===== src/rtl/ebr_pkg.sv =====
// Shared constants and read-engine state type for the PDPW16KD stream reader.
package ebr_pkg;

    localparam int unsigned EBR_DEPTH   = 512;
    localparam int unsigned EBR_AW      = 9;
    localparam int unsigned EBR_DW      = 36;
    localparam int unsigned EBR_ADR_LSB = 5;

    typedef enum logic [1:0] {
        IDLE  = 2'd0,
        RUN   = 2'd1,
        DRAIN = 2'd2
    } ebr_rd_state_t;

endpackage


===== src/rtl/ebr_stream_reader_if.sv =====
// Control, EBR read-port and output-stream signals of ebr_stream_reader.
// CHECKSUM exists only when EBR_STREAM_READER_CHECKSUM_EN is defined.
interface ebr_stream_reader_if;
    import ebr_pkg::*;

    logic                          START;
    logic [EBR_AW-1:0]             START_ADDR;
    logic [EBR_AW:0]               COUNT;
    logic                          BUSY;
    logic                          DONE;
    logic [EBR_AW+EBR_ADR_LSB-1:0] ADR;
    logic                          CER;
    logic [2:0]                    CSR;
    logic [EBR_DW-1:0]             DO;
    logic [EBR_DW-1:0]             M_DATA;
    logic                          M_VALID;
    logic                          M_READY;
    logic                          M_LAST;
`ifdef EBR_STREAM_READER_CHECKSUM_EN
    logic [EBR_DW-1:0]             CHECKSUM;
`endif

    modport master (
        input  START, START_ADDR, COUNT, DO, M_READY,
        output BUSY, DONE, ADR, CER, CSR, M_DATA, M_VALID, M_LAST
`ifdef EBR_STREAM_READER_CHECKSUM_EN
        , output CHECKSUM
`endif
    );

    modport slave (
        output START, START_ADDR, COUNT, DO, M_READY,
        input  BUSY, DONE, ADR, CER, CSR, M_DATA, M_VALID, M_LAST
`ifdef EBR_STREAM_READER_CHECKSUM_EN
        , input CHECKSUM
`endif
    );

endinterface


===== src/rtl/ebr_rd_skid.sv =====
// Two-entry FIFO holding captured EBR words and their last-word flag.
module ebr_rd_skid #(
    parameter int unsigned DW = 36
) (
    input  logic          CLK,
    input  logic          RST,
    input  logic          i_push,
    input  logic [DW-1:0] i_data,
    input  logic          i_last,
    input  logic          i_pop,
    output logic [DW-1:0] o_data,
    output logic          o_last,
    output logic          o_valid,
    output logic [1:0]    o_count
);

    logic [DW-1:0] r_data0, r_data1;
    logic          r_last0, r_last1;
    logic [1:0]    r_count;

    always_ff @(posedge CLK) begin
        if (RST) begin
            r_data0 <= '0;
            r_data1 <= '0;
            r_last0 <= 1'b0;
            r_last1 <= 1'b0;
            r_count <= 2'd0;
        end else begin
            case ({i_push, i_pop})
                2'b10: begin
                    if (r_count == 2'd0) begin
                        r_data0 <= i_data;
                        r_last0 <= i_last;
                    end else begin
                        r_data1 <= i_data;
                        r_last1 <= i_last;
                    end
                    r_count <= r_count + 2'd1;
                end
                2'b01: begin
                    r_data0 <= r_data1;
                    r_last0 <= r_last1;
                    r_count <= r_count - 2'd1;
                end
                2'b11: begin
                    // Simultaneous push/pop: occupancy unchanged, head advances.
                    if (r_count == 2'd1) begin
                        r_data0 <= i_data;
                        r_last0 <= i_last;
                    end else begin
                        r_data0 <= r_data1;
                        r_last0 <= r_last1;
                        r_data1 <= i_data;
                        r_last1 <= i_last;
                    end
                end
                default: ;
            endcase
        end
    end

    assign o_data  = r_data0;
    assign o_last  = r_last0;
    assign o_valid = (r_count != 2'd0);
    assign o_count = r_count;

endmodule


===== src/rtl/ebr_stream_reader.sv =====
// Burst read-back engine for one 512x36 EBR, streaming words with valid/ready backpressure.
// Define EBR_STREAM_READER_CHECKSUM_EN to add the XOR CHECKSUM output.
module ebr_stream_reader #(
    parameter int unsigned EBR_DEPTH = 512,
    parameter int unsigned EBR_AW    = 9,
    parameter int unsigned EBR_DW    = 36,
    parameter logic [2:0]  CS_VALUE  = 3'b000
) (
    input logic                 CLK,
    input logic                 RST,
    ebr_stream_reader_if.master bus
);
    import ebr_pkg::*;

    ebr_rd_state_t     r_state, w_state_d;
    logic [EBR_AW-1:0] r_addr;
    logic [EBR_AW:0]   r_remain;
    logic              r_inflight, r_inflight_last, r_done;

    logic              w_start_ok, w_cer, w_pop, w_room, w_done_d;
    logic              w_valid, w_last;
    logic [EBR_DW-1:0] w_data;
    logic [1:0]        w_count, w_occ;

    assign w_pop      = w_valid && bus.M_READY;
    assign w_occ      = w_count + {1'b0, r_inflight};
    // Issue only if the new word is guaranteed a slot in the skid buffer.
    assign w_room     = (w_occ - {1'b0, w_pop}) < 2'd2;
    assign w_start_ok = bus.START && (r_state == IDLE) && !r_done;

    always_comb begin
        w_state_d = r_state;
        w_cer     = 1'b0;
        w_done_d  = 1'b0;
        unique case (r_state)
            IDLE: begin
                if (w_start_ok) begin
                    if (bus.COUNT == '0) w_done_d = 1'b1;
                    else                 w_state_d = RUN;
                end
            end
            RUN: begin
                if ((r_remain != '0) && w_room) begin
                    w_cer = 1'b1;
                    if (r_remain == (EBR_AW+1)'(1)) w_state_d = DRAIN;
                end
            end
            DRAIN: begin
                if (w_pop && w_last) begin
                    w_state_d = IDLE;
                    w_done_d  = 1'b1;
                end
            end
            default: w_state_d = IDLE;
        endcase
    end

    always_ff @(posedge CLK) begin
        if (RST) begin
            r_state         <= IDLE;
            r_addr          <= '0;
            r_remain        <= '0;
            r_inflight      <= 1'b0;
            r_inflight_last <= 1'b0;
            r_done          <= 1'b0;
        end else begin
            r_state         <= w_state_d;
            r_done          <= w_done_d;
            r_inflight      <= w_cer;
            r_inflight_last <= w_cer && (r_remain == (EBR_AW+1)'(1));
            if (w_start_ok) begin
                r_addr   <= bus.START_ADDR;
                r_remain <= bus.COUNT;
            end else if (w_cer) begin
                r_addr   <= (r_addr == EBR_AW'(EBR_DEPTH - 1)) ? '0 : r_addr + 1'b1;
                r_remain <= r_remain - 1'b1;
            end
        end
    end

    ebr_rd_skid #(
        .DW (EBR_DW)
    ) u_skid (
        .CLK     (CLK),
        .RST     (RST),
        .i_push  (r_inflight),
        .i_data  (bus.DO),
        .i_last  (r_inflight_last),
        .i_pop   (w_pop),
        .o_data  (w_data),
        .o_last  (w_last),
        .o_valid (w_valid),
        .o_count (w_count)
    );

`ifdef EBR_STREAM_READER_CHECKSUM_EN
    logic [EBR_DW-1:0] r_checksum;

    always_ff @(posedge CLK) begin
        if (RST || w_start_ok) r_checksum <= '0;
        else if (w_pop)        r_checksum <= r_checksum ^ w_data;
    end

    assign bus.CHECKSUM = r_checksum;
`endif

    assign bus.BUSY    = (r_state != IDLE);
    assign bus.DONE    = r_done;
    assign bus.ADR     = {r_addr, {EBR_ADR_LSB{1'b0}}};
    assign bus.CER     = w_cer;
    assign bus.CSR     = CS_VALUE;
    assign bus.M_DATA  = w_data;
    assign bus.M_VALID = w_valid;
    assign bus.M_LAST  = w_last;

endmodule


===== src/flat_wrapper.sv =====
// flat-port wrapper written by rule: the top's interface ports become plain ports
module ebr_stream_reader_flat import ebr_pkg::*;
#(
    parameter int unsigned EBR_DEPTH = 512,
    parameter int unsigned EBR_AW    = 9,
    parameter int unsigned EBR_DW    = 36,
    parameter logic [2:0]  CS_VALUE  = 3'b000
)
  (CLK, RST, bus_START, bus_START_ADDR, bus_COUNT, bus_DO, bus_M_READY, bus_BUSY, bus_DONE, bus_ADR, bus_CER, bus_CSR, bus_M_DATA, bus_M_VALID, bus_M_LAST);
  ebr_stream_reader_if bus_i ();
  input logic CLK;
  input logic RST;
  input wire logic [$bits(bus_i.START)-1:0] bus_START;
  input wire logic [$bits(bus_i.START_ADDR)-1:0] bus_START_ADDR;
  input wire logic [$bits(bus_i.COUNT)-1:0] bus_COUNT;
  input wire logic [$bits(bus_i.DO)-1:0] bus_DO;
  input wire logic [$bits(bus_i.M_READY)-1:0] bus_M_READY;
  output wire logic [$bits(bus_i.BUSY)-1:0] bus_BUSY;
  output wire logic [$bits(bus_i.DONE)-1:0] bus_DONE;
  output wire logic [$bits(bus_i.ADR)-1:0] bus_ADR;
  output wire logic [$bits(bus_i.CER)-1:0] bus_CER;
  output wire logic [$bits(bus_i.CSR)-1:0] bus_CSR;
  output wire logic [$bits(bus_i.M_DATA)-1:0] bus_M_DATA;
  output wire logic [$bits(bus_i.M_VALID)-1:0] bus_M_VALID;
  output wire logic [$bits(bus_i.M_LAST)-1:0] bus_M_LAST;
  assign bus_i.START = bus_START;
  assign bus_i.START_ADDR = bus_START_ADDR;
  assign bus_i.COUNT = bus_COUNT;
  assign bus_i.DO = bus_DO;
  assign bus_i.M_READY = bus_M_READY;
  assign bus_BUSY = bus_i.BUSY;
  assign bus_DONE = bus_i.DONE;
  assign bus_ADR = bus_i.ADR;
  assign bus_CER = bus_i.CER;
  assign bus_CSR = bus_i.CSR;
  assign bus_M_DATA = bus_i.M_DATA;
  assign bus_M_VALID = bus_i.M_VALID;
  assign bus_M_LAST = bus_i.M_LAST;
  ebr_stream_reader #(.EBR_DEPTH(EBR_DEPTH), .EBR_AW(EBR_AW), .EBR_DW(EBR_DW), .CS_VALUE(CS_VALUE)) u_core (.CLK(CLK), .RST(RST), .bus(bus_i));
endmodule

===== config.mk =====
export PLATFORM = sky130hd
export DESIGN_NAME = ebr_stream_reader_flat
export DESIGN_NICKNAME = d
export VERILOG_FILES = /design/src/rtl/ebr_pkg.sv /design/src/rtl/ebr_stream_reader_if.sv /design/src/rtl/ebr_rd_skid.sv /design/src/rtl/ebr_stream_reader.sv /design/src/flat_wrapper.sv
export SDC_FILE = /design/constraint.sdc
export NUM_CORES = 1
export LEC_CHECK = 0
export ABC_AREA = 1
export BUFFER_PORTS_ARGS = -buffer_cell sky130_fd_sc_hd__buf_4
export CAP_MARGIN = 20
export CORE_ASPECT_RATIO = 1.2
export CORE_MARGIN = 2
export CORE_UTILIZATION = 39
export DETAILED_ROUTE_END_ITERATION = 8
export PLACE_DENSITY_LB_ADDON = 0.25
export RECOVER_POWER = 100
export SLEW_MARGIN = 15
export SYNTH_ARGS = -nofsm -noshare
export SYNTH_HDL_FRONTEND = slang
export SYNTH_SLANG_ARGS = --single-unit

===== constraint.sdc =====
create_clock -name CLK -period 3.65 [get_ports CLK]
set_clock_uncertainty 0.2 [all_clocks]
set_input_delay 0.9125 -clock CLK [delete_from_list [all_inputs] [get_ports CLK]]
set_output_delay 0.9125 -clock CLK [all_outputs]
set_load 0.01 [all_outputs]

==> impl_metrics.yaml, run 1 <==
floorplanning:
  start_util_pct: 39.6
  rows: 45
  design.core.area_sq_mm: 0.0126
  die_w_microns: 107
  die_y_microns: 128
  die_area_sq_mm: 0.0137
  top_level_ports: 117
power_and_ir_drop:
  combPwrFrac_pct: 40.6
  p_sw_share_pct: 41.1
  p_int_w: 0.00253
  p_clk_share_pct: 21.4
  p_switching_w: 0.00177
  ir_worst_vdd_mv: 0.261
  leakage_nw: 2.80
  p_seq_share_pct: 38.0
  power.density_mw_per_mm2: 720
cts:
  cts_tree: "built"
  cts_max_level: 3
  cts_root_buf: "clkbuf_16"
  ctsHoldBuffers: 0
  cts-resized-gates: 0
  cts_buffers: 9
  clock_sink_count: 100
  clk_pin_slew_ns: 0.07
  clock_latency_ns: 0.35
  post_cts_buffers: 0
  clockBufferDepth: 2
place:
  place_area_sq_mm: 0.00586
  globalplace.congestion: 0.891
  io_buffers: 108
  dpl.hpwl_microns: 8480
setup_path:
  end_kind: "output port"
  worstSetupPathType: "reg2out"
  crit_chain: "inv_1 > ha_1 > inv_2 > nand2_2 > inv_1 > ha_1 > inv_1 > nand2_1 > nand3_1 > nand2_1 > inv_1 > nand3_4 > inv_1 > clkbuf_2"
  arrival_ns: 2.30
  crit_path_max_fanout: 4
  startpoint_type: "flip-flop"
  startpoint: "u_core.u_skid.o_count[1]"
  critPathSlowestCell: "dfxtp_1"
  required_ns: 2.54
  r2r-start: "u_core.u_skid.o_count[1]"
  cp_slowest_stage_delay_ns: 0.33
  crit_top_cell: "inv_1"
grt:
  grt_max_degree: 65
  grt_antenna_before_repair: 0
  grt_pass1_vias: 4414
  grt_pass1_wl_microns: 19900
  grt_usage_pct: 17.8
  overflow: 0
min_path:
  min_from: "u_core.u_skid.r_data1[33]"
  min_path_type: "reg2reg"
cells_and_area:
  nets: 864
  diodes: 0
  layout-drive-gt1-share_pct: 11.8
  final_area_sq_mm: 0.00597
  area_delta_synth_final_pct: 19.9
logic_synthesis:
  netlist_instances: 706
  syn-cell-area_sq_mm: 0.00497
  synthTopCellsByArea: "dfxtp_1, inv_1, o21ai_0, nand2_1, o221ai_1"
  yosys_warnings: 0
  ys_seq_area_share_pct: 40.2
  syn_area_per_cell_sq_um: 7.05
  synth_cell_type_count: 34
  yosys.area.top_type: "dfxtp_1"
  synth_seq_cells: 100
  synth_top_area_share_pct: 40.2
timing:
  slew_headroom_pct: 17.1
  worstMarginPinSlew_ns: 1.24
  period_needed_ns: 3.41
  setup_viol: 0
  finalHoldViolCount: 0
  max_freq_mhz: 293
  finalCritPeriodShare_pct: 93.5
  rsz0062_at_grt: "no"
  slew_violations: 0
  setup_tns_ns: 0
routing:
  antenna_left: 0
  via_count: 4717
  drc: 0
  wl_microns: 12200
  dr.pass1.iters: 5
  via_per_inst: 4.90
  drt_iter0_markers: 158
  wl_per_cell_microns: 12.6
run:
  cap_violations: 0
status:
  status: "complete, no violations"
-- synthesized netlist by cell type, drive strengths merged --
library cell,n
nand3,30
xnor2,1
nand4,2
ha,11
clkbuf,15
a21oi,56
xor2,6
nor2,68
inv,152
nand2,96
conb,1
nor3b,1
o21ai,92
o21bai,1
buf,32
nor3,2
dfxtp,100
clkinv,1
nor4,1
o211ai,1
o221ai,37
-- per-layer routing --
metal  GRT usage (%)  up-vias  routed length (microns)
li1                -     2413                        -
met1            21.2     2206                     5440
met2            32.2       90                     6020
met3            3.51        8                      574
met4            5.19        0                      131
met5               0        -                        0
-- power by group through the flow --
stage	sequential, W	clock, W	combinational (W)
finish	0.00163	0.000919	0.00174
global route	0.00168	0.000990	0.00199
CTS	0.00164	0.000946	0.00189
detailed placement	0.00166	0	0.00188
global placement	0.00165	0	0.00183
floorplan	0.00171	0	0.00117
-- registers in the layout (all words and copies together), names as in the netlist --
name and cells:
u_core.bus.DONE 1, u_core.r_state 2, u_core.r_addr 9, u_core.u_skid.r_data1 36
u_core.r_remain 10, u_core.u_skid.o_last 1, u_core.u_skid.o_count 2, u_core.r_inflight_last 1
u_core.u_skid.r_last1 1, u_core.r_inflight 1, u_core.u_skid.o_data 36
-- cells in the final DEF, fill, tap and decap left out, types with 2 or more instances in the layout --
cell type,Yosys,routed
xor2_1,6,6
o221ai_1,37,37
o21ai_0,75,76
ha_1,11,11
a21oi_1,55,55
nand2_2,4,3
clkinvlp_4,0,2
conb_1,1,8
clkbuf_16,0,9
nand2_1,91,92
nand4_1,2,2
clkbuf_2,2,2
dfxtp_1,100,99
o21ai_1,16,13
o21ai_4,0,2
nand3_1,29,29
buf_4,10,59
nor2_1,66,66
inv_1,149,150
clkinv_4,1,4
clkbuf_1,13,53
nor3_1,2,2
-- logic make-up (layout without fill, tap and decap cells) --
| group | after synthesis | after routing | synth area share (%) |
|---|---|---|---|
| AO/OA/AOI/OAI | 187 | 187 | 21.9 |
| XOR/XNOR | 7 | 7 | 1.23 |
| adder cells (fa/ha/maj) | 11 | 11 | 2.77 |
| buffers and inverters | 200 | 286 | 16.9 |
| flip-flops | 100 | 100 | 40.2 |
| other | 1 | 8 | 0.0754 |
| AND/OR/NAND/NOR | 200 | 200 | 16.9 |
-- final cells by class --
class,count,area [sq um]
clock inverter,7,61.3
multi-input combinational,413,2190
inverter,153,579
tap,164,205
clock buffer,9,225
fill,1284,6590
timing repair buffer,117,707
sequential,100,2000
-- critical path: cells and delay by family, from the launching register on --
family                     cells  cell delay [ns]
DFF                            1             0.33
buffers and inverters          7             0.78
and+or+nand+nor                5             0.37
adders and majority gates      2             0.46
-- per-stage QoR --
step                util (%)  setup slack, ns  power, W  hold WS, ns  instances
global placement        46.7            0.314   0.00348        0.236        946
detailed placement      46.7            0.307   0.00355        0.243        946
floorplan                  -            0.602   0.00288        0.230        713
finish                  47.5            0.236   0.00430        0.254        963
CTS                     48.9            0.112   0.00448        0.255        962
global route            47.5           0.0260   0.00466        0.280        963
-- worst paths after layout --
| check | to | cells after the start | slack [ns] |
|---|---|---|---|
| worst max-delay path | bus_CER | 14 | 0.24 |
| worst min-delay path | u_core.u_skid.r_data1[33] | 2 | 0.25 |
| worst max register to register | u_core.u_skid.o_data[18] | 12 | 0.49 |
| worst min register to register | u_core.u_skid.r_data1[33] | 2 | 0.25 |
No activity file was read; power rests on OpenSTA's default activity.
==> inputs of run 2 (changes only) <==
--- a/constraint.sdc
+++ b/constraint.sdc
@@ -4,2 +4,2 @@
 set_output_delay 0.9125 -clock CLK [all_outputs]
-set_load 0.01 [all_outputs]
+set_load 0.005 [all_outputs]
==> run 2 against run 1 <==
Compared with the run above: sequential share of layout area fell by 0.84 points; sequential cell count did not move; fmax up 0.73%; first-iteration DRC count is 13% higher; via count decreased by 0.91%; die area unchanged; register-to-register slack lost 0.03 ns; count of clock-buffer cells in the layout did not move; sequential power is essentially flat; hold slack worse by 0.0022 ns; largest power group unchanged.
==> impl_metrics.yaml, run 2 (same netlist as run 1, synthesis figures left out) <==
floorplanning:
  die_area_sq_mm: 0.0137
  start_util_pct: 39.6
  top_level_ports: 117
  die_w_microns: 107
  rows: 45
  design.core.area_sq_mm: 0.0126
  die_y_microns: 128
routing:
  antenna_left: 0
  wl_microns: 12000
  wl_per_cell_microns: 12.4
  dr.pass1.iters: 6
  drc: 0
  drt_iter0_markers: 178
  via_per_inst: 4.86
  via_count: 4674
cells_and_area:
  finalNonFillerCells: 962
  nets: 863
  final_common_cell: "inv_1"
  layout-drive-gt1-share_pct: 17.8
  diodes: 0
  area_delta_synth_final_pct: 23.0
  layout_common_cells: "inv_1, dfxtp_1, nand2_1, o21ai_0, nor2_1"
  fin_util_pct: 48.7
cts:
  clock_latency_ns: 0.34
  cts_root_buf: "clkbuf_16"
  clock_sink_count: 100
  cts_buffers: 9
  cts_max_level: 3
  post_cts_buffers: 0
  clk_pin_slew_ns: 0.07
  cts_tree: "built"
  clockBufferDepth: 2
grt:
  grt_max_degree: 65
  grt_antenna_before_repair: 0
  overflow: 0
  grt_pass1_wl_microns: 19800
  grt_pass1_vias: 4375
  grt_usage_pct: 17.7
setup_path:
  worstSetupPathType: "reg2out"
  crit_path_max_fanout: 4
  end_kind: "output port"
  startpoint_type: "flip-flop"
  arrival_ns: 2.28
  required_ns: 2.54
status:
  status: "complete, no violations"
place:
  dpl_worst_slack_ns: 0.289
  globalplace.congestion: 0.887
  dpl.hpwl_microns: 8340
  dp_cells: 946
  io_buffers: 108
power_and_ir_drop:
  leakage_nw: 2.96
  ir_worst_vdd_mv: 0.295
  power.density_mw_per_mm2: 701
timing:
  finalCritPeriodShare_pct: 92.9
  rsz0062_at_grt: "no"
  period_needed_ns: 3.39
  max_freq_mhz: 295
  setup_slack_ns: 0.260
  setup_tns_ns: 0
  slew_violations: 0
  finalHoldViolCount: 0
  slew_headroom_pct: 12.9
  setup_viol: 0
  worstMarginPinSlew_ns: 1.30
  whs_ns: 0.252
run:
  cap_violations: 0
min_path:
  min_path_type: "reg2reg"
run 2: worst paths after layout:
path | depth (start not counted) | slack (ns) | to | from
worst min-delay path | 2 | 0.25 | u_core.u_skid.r_data1[1] | u_core.u_skid.r_data1[1]
worst max-delay path | 14 | 0.26 | bus_CER | u_core.u_skid.o_count[1]
worst min register to register | 2 | 0.25 | u_core.u_skid.r_data1[1] | u_core.u_skid.r_data1[1]
worst max register to register | 12 | 0.46 | u_core.u_skid.o_data[0] | u_core.u_skid.o_count[1]
run 2: per-stage QoR:
step	cell area, sq um	power, W
4_1_cts	6140	0.00438
6_report	6120	0.00429
5_1_grt	6120	0.00466
3_5_place_dp	5860	0.00346
3_3_place_gp	5860	0.00340
2_1_floorplan	5000	0.00280
run 2: layout make-up:
class                      instances  area [sq um]
clock buffer                       9           225
clock inverter                     7          60.1
fill                            1252          6440
inverter                         153           579
multi-input combinational        413          2180
sequential                       100          2000
tap                              164           205
timing repair buffer             116           866
run 2: power breakdown:
group	total, W	switching [W]	leakage, nW	internal (W)
sequential	0.00163	0.000191	0.819	0.00144
combinational	0.00175	0.00103	2.01	0.000720
clock	0.000913	0.000441	0.130	0.000472
total	0.00429	0.00166	2.96	0.00263
run 2: what timing repair did:
action	CTS	global route
resized for setup	0	2
endpoints found under the setup margin	0	1
hold buffers	0	0
run 2: routing by layer:
layer	routed length (microns)	GRT usage (%)	vias up	part of all wire, %
li1	-	-	2405	-
met1	5350	21.6	2159	45
met2	5930	31.3	102	50
met3	563	3.81	8	4.7
met4	112	4.97	0	0.94
met5	0	0	-	0
run 2: critical path, cell delays in order, from the launching register on:
cell	delay, ns
dfxtp_1	0.34
inv_1	0.08
ha_1	0.20
inv_2	0.12
nand2_2	0.11
inv_1	0.13
ha_1	0.26
inv_1	0.08
nand2_1	0.06
nand3_1	0.08
nand2_1	0.05
inv_1	0.10
nand3_4	0.07
inv_1	0.11
clkbuf_4	0.14
